$ cat src/rtl/piu_pchinfo_tx.sv
// Patch-info transmitter: serialises one decoded instruction into one beat per
// target patch towards the PFU, honouring pchwr_stall backpressure.
module piu_pchinfo_tx #(
  parameter int unsigned          OPCODE_BW      = 4,
  parameter int unsigned          PCHIDX_BW      = 6,
  parameter int unsigned          NUM_PCH        = 36,
  parameter logic [OPCODE_BW-1:0] RUN_ESM_OPCODE = OPCODE_BW'(1)
) (
  input  logic                 clk,
  input  logic                 rst,
  input  logic                 instr_valid,
  input  logic [OPCODE_BW-1:0] instr_opcode,
  input  logic [PCHIDX_BW-1:0] instr_pchidx,
  input  logic [PCHIDX_BW:0]   instr_pchnum,
  output logic                 instr_ready,
  input  logic                 pchwr_stall,
  output logic                 topsu_valid,
  output logic [OPCODE_BW-1:0] piu_opcode,
  output logic [PCHIDX_BW-1:0] piu_pchidx,
  output logic                 last_pchinfo,
  output logic                 busy
);

  localparam int unsigned CNT_BW = PCHIDX_BW + 1;

  typedef enum logic {IDLE, SEND} state_t;

  state_t               state, state_nxt;
  logic                 valid_nxt;
  logic [OPCODE_BW-1:0] opcode_nxt;
  logic [PCHIDX_BW-1:0] pchidx_nxt;
  logic                 last_nxt;
  logic                 busy_nxt;
  logic [CNT_BW-1:0]    cnt, cnt_nxt;

  logic                 xfer_c;
  logic                 accept_c;
  logic [CNT_BW-1:0]    idx_sum_c;
  logic [PCHIDX_BW-1:0] idx_inc_c;

  // Ready also during the final transfer so instructions chain without a bubble
  assign xfer_c      = topsu_valid & ~pchwr_stall;
  assign instr_ready = (state == IDLE) | ((state == SEND) & xfer_c & last_pchinfo);
  assign accept_c    = instr_valid & instr_ready;

  // Next patch index, wrapping modulo NUM_PCH
  assign idx_sum_c = {1'b0, piu_pchidx} + CNT_BW'(1);
  assign idx_inc_c = PCHIDX_BW'((idx_sum_c >= CNT_BW'(NUM_PCH)) ? idx_sum_c - CNT_BW'(NUM_PCH)
                                                                : idx_sum_c);

  always_ff @(posedge clk) begin
    if (rst) begin
      state        <= IDLE;
      topsu_valid  <= 1'b0;
      piu_opcode   <= '0;
      piu_pchidx   <= '0;
      last_pchinfo <= 1'b0;
      busy         <= 1'b0;
      cnt          <= '0;
    end else begin
      state        <= state_nxt;
      topsu_valid  <= valid_nxt;
      piu_opcode   <= opcode_nxt;
      piu_pchidx   <= pchidx_nxt;
      last_pchinfo <= last_nxt;
      busy         <= busy_nxt;
      cnt          <= cnt_nxt;
    end
  end

  always_comb begin
    state_nxt  = state;
    valid_nxt  = topsu_valid;
    opcode_nxt = piu_opcode;
    pchidx_nxt = piu_pchidx;
    last_nxt   = last_pchinfo;
    cnt_nxt    = cnt;

    if (accept_c) begin
      if (instr_opcode == RUN_ESM_OPCODE) begin
        state_nxt  = SEND;
        valid_nxt  = 1'b1;
        opcode_nxt = instr_opcode;
        pchidx_nxt = '0;
        last_nxt   = 1'b1;
        cnt_nxt    = '0;
      end else if (instr_pchnum == '0) begin
        // Empty instruction is consumed without emitting a beat
        state_nxt = IDLE;
        valid_nxt = 1'b0;
        last_nxt  = 1'b0;
        cnt_nxt   = '0;
      end else begin
        state_nxt  = SEND;
        valid_nxt  = 1'b1;
        opcode_nxt = instr_opcode;
        pchidx_nxt = instr_pchidx;
        last_nxt   = (instr_pchnum == CNT_BW'(1));
        cnt_nxt    = instr_pchnum - CNT_BW'(1);
      end
    end else if ((state == SEND) && xfer_c) begin
      if (!last_pchinfo) begin
        pchidx_nxt = idx_inc_c;
        cnt_nxt    = cnt - CNT_BW'(1);
        last_nxt   = (cnt == CNT_BW'(1));
      end else begin
        state_nxt = IDLE;
        valid_nxt = 1'b0;
        last_nxt  = 1'b0;
      end
    end

    busy_nxt = (state_nxt == SEND);
  end

endmodule

$ cat config.mk
export PLATFORM = sky130hd
export DESIGN_NAME = piu_pchinfo_tx
export DESIGN_NICKNAME = d
export VERILOG_FILES = /design/src/rtl/piu_pchinfo_tx.sv
export SDC_FILE = /design/constraint.sdc
export NUM_CORES = 1
export LEC_CHECK = 0
export CORE_MARGIN = 1.5
export CORE_UTILIZATION = 49
export CTS_CLUSTER_DIAMETER = 30
export DETAILED_ROUTE_END_ITERATION = 12
export PLACE_DENSITY = 0.79
export SLEW_MARGIN = 10
export SYNTH_ARGS = -nofsm -noshare
export SYNTH_HDL_FRONTEND = slang
export SYNTH_SLANG_ARGS = --single-unit
$ cat constraint.sdc
create_clock -name clk -period 2.4 [get_ports clk]
set_input_delay 0.36 -clock clk [delete_from_list [all_inputs] [get_ports clk]]
set_output_delay 0.36 -clock clk [all_outputs]
set_load 0.02 [all_outputs]
==> summary.md <==
| Metric | Value |
|---|---|
| Outcome | complete, no violations |
| Global-route wire length before repair | 6180 um |
| CP Class | flip-flop to flip-flop |
| Leak Pwr | 0.796 nW |
| Post-DRT Antenna Nets | 0 |
| Mux contribution to synthesized area | 3.43% |
| Final WL | 3710 um |
| Largest family of logic cells by synthesized area | simple AND/OR/NAND/NOR gates |
| Area Growth Syn to Fin | 31.8% |
| Max-cap viol count | 0 |
| Area fraction in compound gates after synthesis | 21.9% |
| Syn Inst Count | 180 |
| Crit Path Max Fanout | 11 |
| CP arrival | 2.37 ns |
| Simple logic cell fraction of the synthesized area | 27.5% |
| PD cells | 482 nW/um2 |
| Clock transition at path regs | 0.12 ns |
| Largest net degree at the start of global routing | 14 |
| FF-to-FF path depth | 9 |
| Final Total Pwr | 0.000926 W |
| R2R Path Start | piu_pchidx[2]$_SDFFE_PP0P_ |
| CTS max path bufs | 2 |
| Xor-xnor portion of the synthesized cell area | 8.41% |
| TritonCTS Sinks | 19 |
| Most common cell after layout, fill and taps aside | clkdlybuf4s50_1 |
| Syn_area_per_cell | 8.10 um2 |
| CP Launch Point | piu_pchidx[2]$_SDFFE_PP0P_ |
| Post-layout utilization of the core | 69.1% |
| Post-Synth Adder-Cell Area | 6.87% |
| Worst min-delay path class | flip-flop to flip-flop |
| Hold endpoint | piu_opcode[0]$_SDFFE_PP0P_ |
| Post-DP HPWL | 2880 um |
| Total congestion overflow | 0 |
| 1st-iter DRT viols | 85 |
| Layout cells sized above 1 | 12.8% |
| Fmax achieved | 0.464 GHz |
| Required @ worst endpoint | 2.62 ns |
| Synthesized area | 1460 um2 |
| CTS resizes | 0 |
| Cts bufs inserted | 3 |
| Worst VDD drop | 0.502 mV |
| Main synth FF type | dfxtp_1 |
| WL/cell | 14.8 um |
| I/O pin total | 35 |
| Number of global-route vias before repair | 1,416 |
| Rel. slew slack | 62.9% |
| Fin Clk Skew | 0.00940 ns |
| Clock Latency Late Sink | 0.31 ns |
| Area of the core | 2780 um2 |
| # setup viols final | 0 |
| Row count | 19 |
| Main area contributors after synthesis | dfxtp_1 26%, ha_1 6.9%, nor2_1 5.9%, xor2_1 5.4%, a21oi_1 4.8% |
| Gr usage total | 23.6% |
| Initial Util | 52.4% |
| Synth area leader | dfxtp_1 |
| Setup slack at placement | 0.00552 ns |
| Cts-stage hold buffer count | 0 |
| Seq/Total Area, Yosys | 26.1% |
| H-tree depth | 1 |
| Minimum clock period after layout | 2.15 ns |
| Hold Startpoint | piu_opcode[0]$_SDFFE_PP0P_ |
| Root buf cell | clkbuf_4 |
| WHS | 0.506 ns |
| DRC | 0 |
| Crit. End Element | flip-flop |
| DR vias/cell | 5.98 |
| Most frequent cells in the layout | 34 x clkdlybuf4s50_1, 23 x nor2_1, 16 x dfxtp_1 |
| Final worst path period share | 89.7% |
| Synth Warn # | 0 |
| FF+latch count, synth | 19 |
| Final hold vios | 0 |
| Setup Buffers After CTS | 0 |
| Fin nets | 249 |
| Diodes inserted | 0 |
| Initial antenna violation count | 0 |
| Die ar. | 3310 um2 |
| Post-synth EDFFs | 0 |
| R2r setup slk | 0.25 ns |
| Worst setup SP type | flip-flop |
| Netlist cell types | 50 |
| Slew Limit Fails | 0 |
| Async SR Flop Fraction | 0% |
| R2R Path End | piu_pchidx[2]$_SDFFE_PP0P_ |
| Yosys top cell area share | 26.1% |
| CTS tree | done |
| GPL Wtd Cong | 0.919 |
| Worst-Margin Slew | 0.551 ns |
| Die height | 57.5 um |
| Die Width | 57.5 um |
| WHS Path Cells | 2 |
| Syn_nets | 209 |
| Drt first pass iters | 4 |
| Routed via count | 1,495 |
| Port Buffers | 34 |
| Fin worst setup slack | 0.246 ns |
## cells in the mapped netlist (2+ instances only)
master    instances
mux2i_1           5
nor2_1           23
and3_1            2
a211oi_1          3
nor3_1           10
buf_6             2
ha_1              8
xnor2_1           5
dfxtp_1          19
xor2_1            9
or4b_1            2
o21ai_0           8
nand2_1          10
a31oi_1           2
inv_1             6
a22oi_1           5
nand2b_1          2
a21oi_1          14
a311oi_1          2
clkbuf_1          6
buf_2             2
nand3_1           7
## metrics by stage
step / instances / TNS, ns / instance area [um2]
2_1_floorplan: 180 / 0 / 1460
3_5_place_dp: 246 / 0 / 1880
5_1_grt: 250 / -0.00109 / 1920
3_3_place_gp: 246 / 0 / 1880
6_report: 250 / 0 / 1920
4_1_cts: 250 / 0 / 1900
## state kept, by name, indices dropped and copies added (netlist names)
signal,flops
cnt,7
last_pchinfo,1
piu_opcode,4
piu_pchidx,6
state,1
## power by group
part	internal, W	leakage [nW]	switching (W)
Combinational	0.000181	0.620	0.000179
Sequential	0.000348	0.158	0.0000495
Clock	0.0000623	0.0177	0.000106
## worst max-delay path, cell delays in order, from the launching register on
cell and delay (ns):
dfxtp_2 0.47, nand3_1 0.15, xor2_1 0.18, ha_1 0.23, nand2_1 0.08, o31ai_1 0.07
a41o_1 0.21, o21ai_0 0.33, xor2_1 0.13, a211oi_1 0.23
## layout make-up
| class | instances | area, um2 |
|---|---|---|
| inverters | 6 | 22.5 |
| fillers | 228 | 861 |
| well taps | 31 | 38.8 |
| flip-flops and latches | 19 | 387 |
| clock inverters | 1 | 5.00 |
| multi-input cells | 144 | 1000 |
| repair buffers | 46 | 443 |
| clock buffers | 3 | 22.5 |
## cells by family after synthesis
family,count (synthesis)
AND/OR/NAND/NOR,70
AO/OA/AOI/OAI,47
flip-flops,19
buffers and inverters,17
XOR/XNOR,14
adder cells (fa/ha/maj),8
multiplexers,5
## worst max path at each step
| stage | end | slack [ns] | cells after the start |
|---|---|---|---|
| after global placement | piu_opcode[2]$_SDFFE_PP0P_ | 0.06 | 7 |
| final | piu_pchidx[2]$_SDFFE_PP0P_ | 0.25 | 9 |
| after CTS | piu_pchidx[2]$_SDFFE_PP0P_ | 0.13 | 9 |
| after detailed placement | piu_opcode[3]$_SDFFE_PP0P_ | 0.006 | 7 |
| after floorplan | piu_pchidx[2]$_SDFFE_PP0P_ | 0.18 | 9 |
| after global routing | piu_pchidx[2]$_SDFFE_PP0P_ | -0.001 | 9 |
## per-layer routing
layer / track usage [%] / vias up / share of wire (%)
met5: 0 / - / 0
met1: 26.6 / 703 / 40
met2: 43.8 / 47 / 53
li1: - / 734 / -
met4: 9.63 / 0 / 2.7
met3: 3.17 / 11 / 4.6
No activity file was read; power rests on OpenSTA's default activity.
